File: config.mk
export PLATFORM = sky130hd
export DESIGN_NAME = bist_sig_analyzer
export DESIGN_NICKNAME = d
export VERILOG_FILES = /design/src/rtl/bist_pkg.sv /design/src/rtl/bist_misr.sv /design/src/rtl/bist_sig_analyzer.sv
export SDC_FILE = /design/constraint.sdc
export NUM_CORES = 1
export LEC_CHECK = 0
export CELL_PAD_IN_SITES_DETAIL_PLACEMENT = 0
export CELL_PAD_IN_SITES_GLOBAL_PLACEMENT = 1
export CORE_UTILIZATION = 35
export DETAILED_ROUTE_END_ITERATION = 10
export PLACE_DENSITY = 0.82
export SETUP_SLACK_MARGIN = 0.05
export SLEW_MARGIN = 0
export SYNTH_ARGS = -nofsm -noshare
export SYNTH_HDL_FRONTEND = slang
export SYNTH_SLANG_ARGS = --single-unit
File: constraint.sdc
create_clock -name clk -period 5.3 [get_ports clk]
set_input_delay 1.06 -clock clk [delete_from_list [all_inputs] [get_ports clk]]
set_output_delay 1.06 -clock clk [all_outputs]
set_load 0.005 [all_outputs]
File: src/rtl/bist_pkg.sv
// Shared state encoding, MISR geometry and MISR next-state helper for the
// s9234 scan BIST sequencer / signature analyser.
package bist_pkg;

    localparam int MISR_W = 7;
    localparam logic [MISR_W-1:0] MISR_TAPS = 7'b1100000;
    localparam int PCNT_W = 16;

    typedef enum logic [2:0] {
        IDLE    = 3'd0,
        INIT    = 3'd1,
        SHIFT   = 3'd2,
        CAPTURE = 3'd3,
        UNLOAD  = 3'd4,
        DONE    = 3'd5
    } bist_state_e;

    // One MISR step for x^7+x^6+1: bit 0 takes the feedback, bit 6 folds in the x^6 tap.
    function automatic logic [MISR_W-1:0] misr_next(
        input logic [MISR_W-1:0] q,
        input logic [MISR_W-1:0] d
    );
        logic [MISR_W-1:0] n;
        n[0]            = q[MISR_W-1] ^ d[0];
        n[MISR_W-2:1]   = q[MISR_W-3:0] ^ d[MISR_W-2:1];
        n[MISR_W-1]     = (^(q & MISR_TAPS)) ^ d[MISR_W-1];
        return n;
    endfunction

endpackage

File: src/rtl/bist_misr.sv
// 7-bit multiple-input signature register compacting the seven scan-out chains.
module bist_misr
    import bist_pkg::*;
(
    input  logic              clk,
    input  logic              reset,
    input  logic              clear,
    input  logic              en,
    input  logic [MISR_W-1:0] d,
    output logic [MISR_W-1:0] q
);

    logic [MISR_W-1:0] r_q;

    // Signature register: clear wins over compaction, hold when not enabled.
    always_ff @(posedge clk) begin
        if (reset || clear) begin
            r_q <= '0;
        end else if (en) begin
            r_q <= misr_next(r_q, d);
        end else begin
            r_q <= r_q;
        end
    end

    assign q = r_q;

endmodule

File: src/rtl/bist_sig_analyzer.sv
// BIST sequencer and signature analyser for the s9234 scan BIST wrapper.
// Optional feature macro: BIST_SIG_ABORT_EN adds an 'abort' input.
module bist_sig_analyzer
    import bist_pkg::*;
#(
    parameter int                CHAIN_LEN    = 33,
    parameter int                NUM_PATTERNS = 100,
    parameter logic [MISR_W-1:0] GOLDEN_SIG   = 7'h00
) (
    input  logic              clk,
    input  logic              reset,
    input  logic              start,
`ifdef BIST_SIG_ABORT_EN
    input  logic              abort,
`endif
    input  logic [MISR_W-1:0] so,
    output logic              scan_en,
    output logic              bist_en,
    output logic              tpg_reset,
    output logic              busy,
    output logic              done,
    output logic              pass,
    output logic [MISR_W-1:0] signature,
    output logic [PCNT_W-1:0] pattern_cnt
);

    localparam int                SCNT_W    = $clog2(CHAIN_LEN + 1);
    localparam logic [SCNT_W-1:0] SCNT_LAST = SCNT_W'(CHAIN_LEN - 1);
    localparam logic [SCNT_W-1:0] SCNT_ONE  = SCNT_W'(1);
    localparam logic [PCNT_W:0]   NPAT      = (PCNT_W + 1)'(NUM_PATTERNS);
    localparam logic [PCNT_W-1:0] PCNT_ONE  = PCNT_W'(1);

    bist_state_e       r_state;
    logic [SCNT_W-1:0] r_shift_cnt;
    logic [PCNT_W-1:0] r_pattern_cnt;
    logic              r_scan_en;
    logic              r_bist_en;
    logic              r_tpg_reset;
    logic              r_busy;
    logic              r_done;
    logic              r_aborted;

    logic              w_run_start;
    logic              w_abort;
    logic              w_misr_en;
    logic              w_more_patterns;
    logic [MISR_W-1:0] w_sig;

`ifdef BIST_SIG_ABORT_EN
    assign w_abort = abort & r_busy;
`else
    assign w_abort = 1'b0;
`endif

    assign w_run_start     = ((r_state == IDLE) || (r_state == DONE)) && start;
    assign w_more_patterns = (({1'b0, r_pattern_cnt} + (PCNT_W + 1)'(1)) < NPAT);

    // The first shift-in holds uninitialised core state, so compaction waits for a capture.
    assign w_misr_en = !w_abort &&
                       (((r_state == SHIFT) && (r_pattern_cnt != '0)) || (r_state == UNLOAD));

    // Sequencer: state, shift/pattern counters and registered control outputs.
    always_ff @(posedge clk) begin
        if (reset) begin
            r_state       <= IDLE;
            r_shift_cnt   <= '0;
            r_pattern_cnt <= '0;
            r_scan_en     <= 1'b0;
            r_bist_en     <= 1'b0;
            r_tpg_reset   <= 1'b0;
            r_busy        <= 1'b0;
            r_done        <= 1'b0;
            r_aborted     <= 1'b0;
        end else if (w_abort) begin
            r_state     <= DONE;
            r_shift_cnt <= '0;
            r_scan_en   <= 1'b0;
            r_bist_en   <= 1'b0;
            r_tpg_reset <= 1'b0;
            r_busy      <= 1'b0;
            r_done      <= 1'b1;
            r_aborted   <= 1'b1;
        end else begin
            case (r_state)
                IDLE, DONE: begin
                    if (start) begin
                        r_state       <= INIT;
                        r_shift_cnt   <= '0;
                        r_pattern_cnt <= '0;
                        r_scan_en     <= 1'b0;
                        r_bist_en     <= 1'b1;
                        r_tpg_reset   <= 1'b1;
                        r_busy        <= 1'b1;
                        r_done        <= 1'b0;
                        r_aborted     <= 1'b0;
                    end
                end
                INIT: begin
                    r_state     <= SHIFT;
                    r_tpg_reset <= 1'b0;
                    r_scan_en   <= 1'b1;
                end
                SHIFT: begin
                    if (r_shift_cnt == SCNT_LAST) begin
                        r_state     <= CAPTURE;
                        r_shift_cnt <= '0;
                        r_scan_en   <= 1'b0;
                    end else begin
                        r_shift_cnt <= r_shift_cnt + SCNT_ONE;
                    end
                end
                CAPTURE: begin
                    r_pattern_cnt <= r_pattern_cnt + PCNT_ONE;
                    r_scan_en     <= 1'b1;
                    if (w_more_patterns) begin
                        r_state <= SHIFT;
                    end else begin
                        r_state <= UNLOAD;
                    end
                end
                UNLOAD: begin
                    if (r_shift_cnt == SCNT_LAST) begin
                        r_state     <= DONE;
                        r_shift_cnt <= '0;
                        r_scan_en   <= 1'b0;
                        r_bist_en   <= 1'b0;
                        r_busy      <= 1'b0;
                        r_done      <= 1'b1;
                    end else begin
                        r_shift_cnt <= r_shift_cnt + SCNT_ONE;
                    end
                end
                default: begin
                    r_state     <= IDLE;
                    r_shift_cnt <= '0;
                    r_scan_en   <= 1'b0;
                    r_bist_en   <= 1'b0;
                    r_tpg_reset <= 1'b0;
                    r_busy      <= 1'b0;
                    r_done      <= 1'b0;
                    r_aborted   <= 1'b0;
                end
            endcase
        end
    end

    bist_misr u_misr (
        .clk   (clk),
        .reset (reset),
        .clear (w_run_start),
        .en    (w_misr_en),
        .d     (so),
        .q     (w_sig)
    );

    assign scan_en     = r_scan_en;
    assign bist_en     = r_bist_en;
    assign tpg_reset   = r_tpg_reset;
    assign busy        = r_busy;
    assign done        = r_done;
    assign signature   = w_sig;
    assign pattern_cnt = r_pattern_cnt;
    assign pass        = r_done & ~r_aborted & (w_sig == GOLDEN_SIG);

endmodule
**Word level (Yosys, flattened, before mapping)**

Index checks and enable logic that the tools add are counted.

- Bits in registers: 37
- Output and inout port bits: 29
- Logic and storage cells: 75

- $add $sub $neg: 3
- Order comparisons: 1
- Equal/unequal tests: 10
- Muxes and demuxes: 19
- Bitwise gates (word level): 10
- Reductions and logical operators: 23

Operators by type and width:

| kind | number |
|---|---|
| one-hot mux 16 bit (2 select lines) | 1 |
| one-hot mux 6 bit (3 select lines) | 1 |
| adder 16 x 1 -> 17 bit, second input constant | 1 |
| less-than comparator 17 x 7 -> 1 bit, second input constant | 1 |
| adder 16 x 1 -> 16 bit, second input constant | 1 |
| two-way mux 16 bit | 1 |
| nonzero test 16 bit | 1 |
| one-hot mux 3 bit (5 select lines) | 1 |
| two-way mux 3 bit | 4 |
| two-way mux 6 bit | 2 |
| AND reduction 2 bit | 5 |
| one-hot mux 1 bit (3 select lines) | 3 |
| logical NOT 7 bit | 1 |
| parity 7 bit | 1 |
| adder 6 x 1 -> 6 bit, second input constant | 1 |
| == test 3 x 2 -> 1 bit, second input constant | 2 |
| == test 3 bit, second input constant | 2 |
| == test 6 bit, second input constant | 1 |
| inequality test 2 x 1 -> 1 bit, second input constant | 3 |
| AND reduction 3 bit | 2 |
| OR reduction 2 bit | 3 |
| OR reduction 3 bit | 2 |
| NOT 1 bit | 5 |
| bitwise XOR 5 bit | 1 |
| other kinds (11) | 20 |

**Depth between registers and ports, before layout**

- Depth after elaboration: 4
- Gate-level depth with buffers: 8
- Mapped depth without buffers: 8

**Modules after synthesis**

Synthesis repeated with hierarchy kept, for this count alone.

- Cells, all modules: 292
- Area total of the unflattened synthesis: 2301.0 sq um

By module, submodules not included:

| module | instances | cells each | area each (sq um) | seq. area each (sq um) |
|---|---|---|---|---|
| bist_sig_analyzer | 1 | 259 | 1978.1 | 580.6 |
| bist_misr | 1 | 33 | 322.8 | 140.1 |

**Least setup slack after synthesis**

Ideal clock, no wire load.

- Path kind: input-to-reg
- Start point: in start
- End point: reg r_shift_cnt[5]
- Library setup time: 131 ps
- Arrival time: 2019 ps
- Data required time: 5169 ps
- Path slack: 3149 ps
- Stages on the path: 5
- Buffers on the path: 0
- Path through: o31ai_1 > nor2_1 > nand3_1 > xor2_1 > nor2_1

- Longest elaborated chain between the ends: 2

RTL lines:

| what | RTL line | text |
|---|---|---|
| from (decl) | bist_sig_analyzer.sv:12 | `input logic start,` |
| inequality test 2 bit (no line) | - |  |
| AND reduction 2 bit (no line) | - |  |
| to (signal assigned) | bist_sig_analyzer.sv:109 | `r_shift_cnt <= r_shift_cnt + SCNT_ONE;` |
| to (signal assigned) | bist_sig_analyzer.sv:130 | `r_shift_cnt <= r_shift_cnt + SCNT_ONE;` |
| to (decl) | bist_sig_analyzer.sv:34 | `logic [SCNT_W-1:0] r_shift_cnt;` |

Every way passes these cells.
A chain may end at the register's enable or synchronous reset.

**Worst setup path in the final report**

- Start point: reg u_misr.r_q[0] (netlist: u_misr.q[0])
- End point: out pass

- Longest elaborated chain between the ends: 2

RTL lines:

| what | RTL line | text |
|---|---|---|
| from (decl) | bist_misr.sv:13 | `logic [MISR_W-1:0] r_q;` |
| from (signal assigned) | bist_misr.sv:20 | `r_q <= misr_next(r_q, d);` |
| from (signal assigned) | bist_misr.sv:22 | `r_q <= r_q;` |
| logical NOT 7 bit | bist_sig_analyzer.sv:163 | `assign pass = r_done & ~r_aborted & (w_sig == GOLDEN_SIG);` |
| bitwise AND 1 bit | bist_sig_analyzer.sv:163 |  |
| to (decl) | bist_sig_analyzer.sv:22 | `output logic pass,` |

Every way passes these cells.

==> flow_summary.ini <==
[timing]
rsz0062_at_grt = no
slew_headroom_pct = 39.0
fin_crit_ns = 2.74
final-hold-violation-count = 0
tightest_slew_ns = 0.913
finalSetupViolCount = 0
finalSetupTns_ns = 0
maxSlewViolCount = 0
fin_worst_skew_ns = 0.00729
max_freq_mhz = 365
min_period_over_period_pct = 51.7

[detailed_routing]
via_per_inst = 5.32
drtIter0Drc = 151
post_drt_wl_per_cell_um = 14.0
drtAntennaViolNets = 0
postRouteWirelength_um = 5210
routed-via-count = 1984
dr.pass1.iters = 4
drc_errors = 0

[yosys]
synth-edff-count = 0
synthTopCellsByArea = dfxtp_1, nor2_1, xnor2_1
ys_warn_count = 0
synth-async-reset-ratio_pct = 0
synth_top_cell_area_share_pct = 34.0
syn_area_per_cell_um2 = 7.76
yosysUniqueCellTypes = 50
dominantRegCellSynth = dfxtp_1
syn_inst = 273
synthesis.area_um2 = 2120
synth_top_area_cell = dfxtp_1
ys_ff_latch = 36
syn-num-nets = 287
synth.yosys.seq_area_share_pct = 34.0

[layout]
layout-drive-gt1-share_pct = 4.98
diodes = 0
nets = 314
final_common_cell = nor2_1
final_cell_mix = nor2_1, clkdlybuf4s50_1, dfxtp_1, nand2_1, a21oi_1
fillers = 582
finish.utilization_pct = 45.9
syn_to_final_growth_pct = 22.9
finalNonFillerCells = 373

[worst_setup_path]
end_kind = primary output
r2r_cells = 6
critPathMaxFanout = 4
crit_arrival_ns = 1.68
crit_path_start_kind = flip-flop
worst_ep_required_time_ns = 4.24
worst-setup-path-type = reg -> out

[global_route]
grt_use_total_pct = 16.9
grtUsageMet1_pct = 26.1
grt_pass1_wl_um = 8390
grt_use_met3_pct = 3.09
overflow = 0
grt_pass1_vias = 1653
grt_max_degree = 26
grt.busiest_layer = met1
antenna_found_initial = 0
grtUsageMet2_pct = 22.6

[floorplan]
io_pins = 39
start_util_pct = 37.3
core_area_um2 = 5680
die_x_um = 79.8
die_height_um = 79.8
die_area_um2 = 6370
rows = 27

[cts]
postCtsHoldBufs = 0
clock_path_buffers = 2
clock_latency_ns = 0.29
cts_buffers = 5
post_cts.repair.setup_buffers = 0
cts-htree-levels = 2
cts.clk_slew.worst_paths_ns = 0.07
cts_tree = built
clkSinkCount = 36
cts-resized-gates = 0
ctsRootBufferMaster = clkbuf_8

[placed_design]
place_congestion = 0.865
numPortBuffers = 38
dpl.hpwl_um = 3640
placed_cells = 365

[job]
drv_cap = 0

[min_path]
min_path_cells = 2
hold_class = reg -> reg

[pwr]
p_leak_nw = 0.871
p_per_area_nw_per_um2 = 228
vdd_drop_max_uv = 112

[run_status]
status = finished clean
## cell type report
class	instances	area, um2	area share [%]
well taps	72	90.1	3.46
repair buffers	38	380	14.6
clock inverters	1	7.51	0.288
inverters	6	22.5	0.865
flip-flops and latches	36	721	27.7
multi-input cells	213	1290	49.8
clock buffers	7	86.3	3.32
## stage by stage
step / power, mW / hold WS, ns / setup WS (ns) / instance area [um2]
floorplan: 0.359 / 0.465 / 3.15 / 2120
global placement: 0.392 / 0.462 / 2.36 / 2510
detailed placement: 0.392 / 0.468 / 2.28 / 2510
CTS: 0.599 / 0.489 / 2.54 / 2600
global route: 0.628 / 0.526 / 2.38 / 2600
finish: 0.593 / 0.482 / 2.56 / 2600
## registers in the layout, summed over array words and instances, names as in the netlist
| register | cells |
|---|---|
| busy | 1 |
| r_shift_cnt | 6 |
| scan_en | 1 |
| u_misr.q | 7 |
| r_state | 3 |
| tpg_reset | 1 |
| pattern_cnt | 16 |
| done | 1 |
## path summary, 6_finish.rpt
path                endpoint  slack, ns   startpoint
min                  scan_en       0.48      scan_en
max                     pass       2.56  u_misr.q[0]
min reg2reg          scan_en       0.48      scan_en
max reg2reg  pattern_cnt[12]       2.90   r_state[0]
## worst max-delay path: stages (launching register included)
cell and delay (ns):
dfxtp_1 0.35, nor4_1 0.32, and4b_1 0.23, clkdlybuf4s50_1 0.49
## where the power goes
group	switching, mW	internal (mW)	total (mW)
sequential	0.0148	0.280	0.294
combinational	0.0505	0.0410	0.0915
clock	0.101	0.106	0.207
total	0.167	0.426	0.593
## cell usage after synthesis, drive strengths merged, types with 2 or more instances
library cell	instances
a311oi	4
o21bai	3
a31oi	7
nor3	9
nand4	3
a22oi	3
a211oi	12
o31ai	2
a41oi	2
buf	9
and3	4
o31a	2
nor4	3
nor2b	4
nand3	11
xor2	3
and2	2
or3	4
o21ai	13
a2111oi	2
nand2b	3
dfxtp	36
ha	4
a21oi	18
inv	6
clkbuf	9
mux2i	2
xnor2	12
nand2	21
nor2	48
## per-layer routing
| layer | part of all wire, % | routed length, um |
|---|---|---|
| met1 | 53 | 2780 |
| met2 | 43 | 2220 |
| met3 | 3.3 | 170 |
| met4 | 0.73 | 38 |
| met5 | 0 | 0 |
## cells by family after synthesis
family                   share of synthesized area [%]
AND/OR/NAND/NOR                                   28.3
AO/OA/AOI/OAI                                     23.3
flip-flops                                        34.0
buffers and inverters                             4.84
XOR/XNOR                                          6.20
adder cells (fa/ha/maj)                           2.36
multiplexers                                     0.945
(Power assumes the default switching activity.)
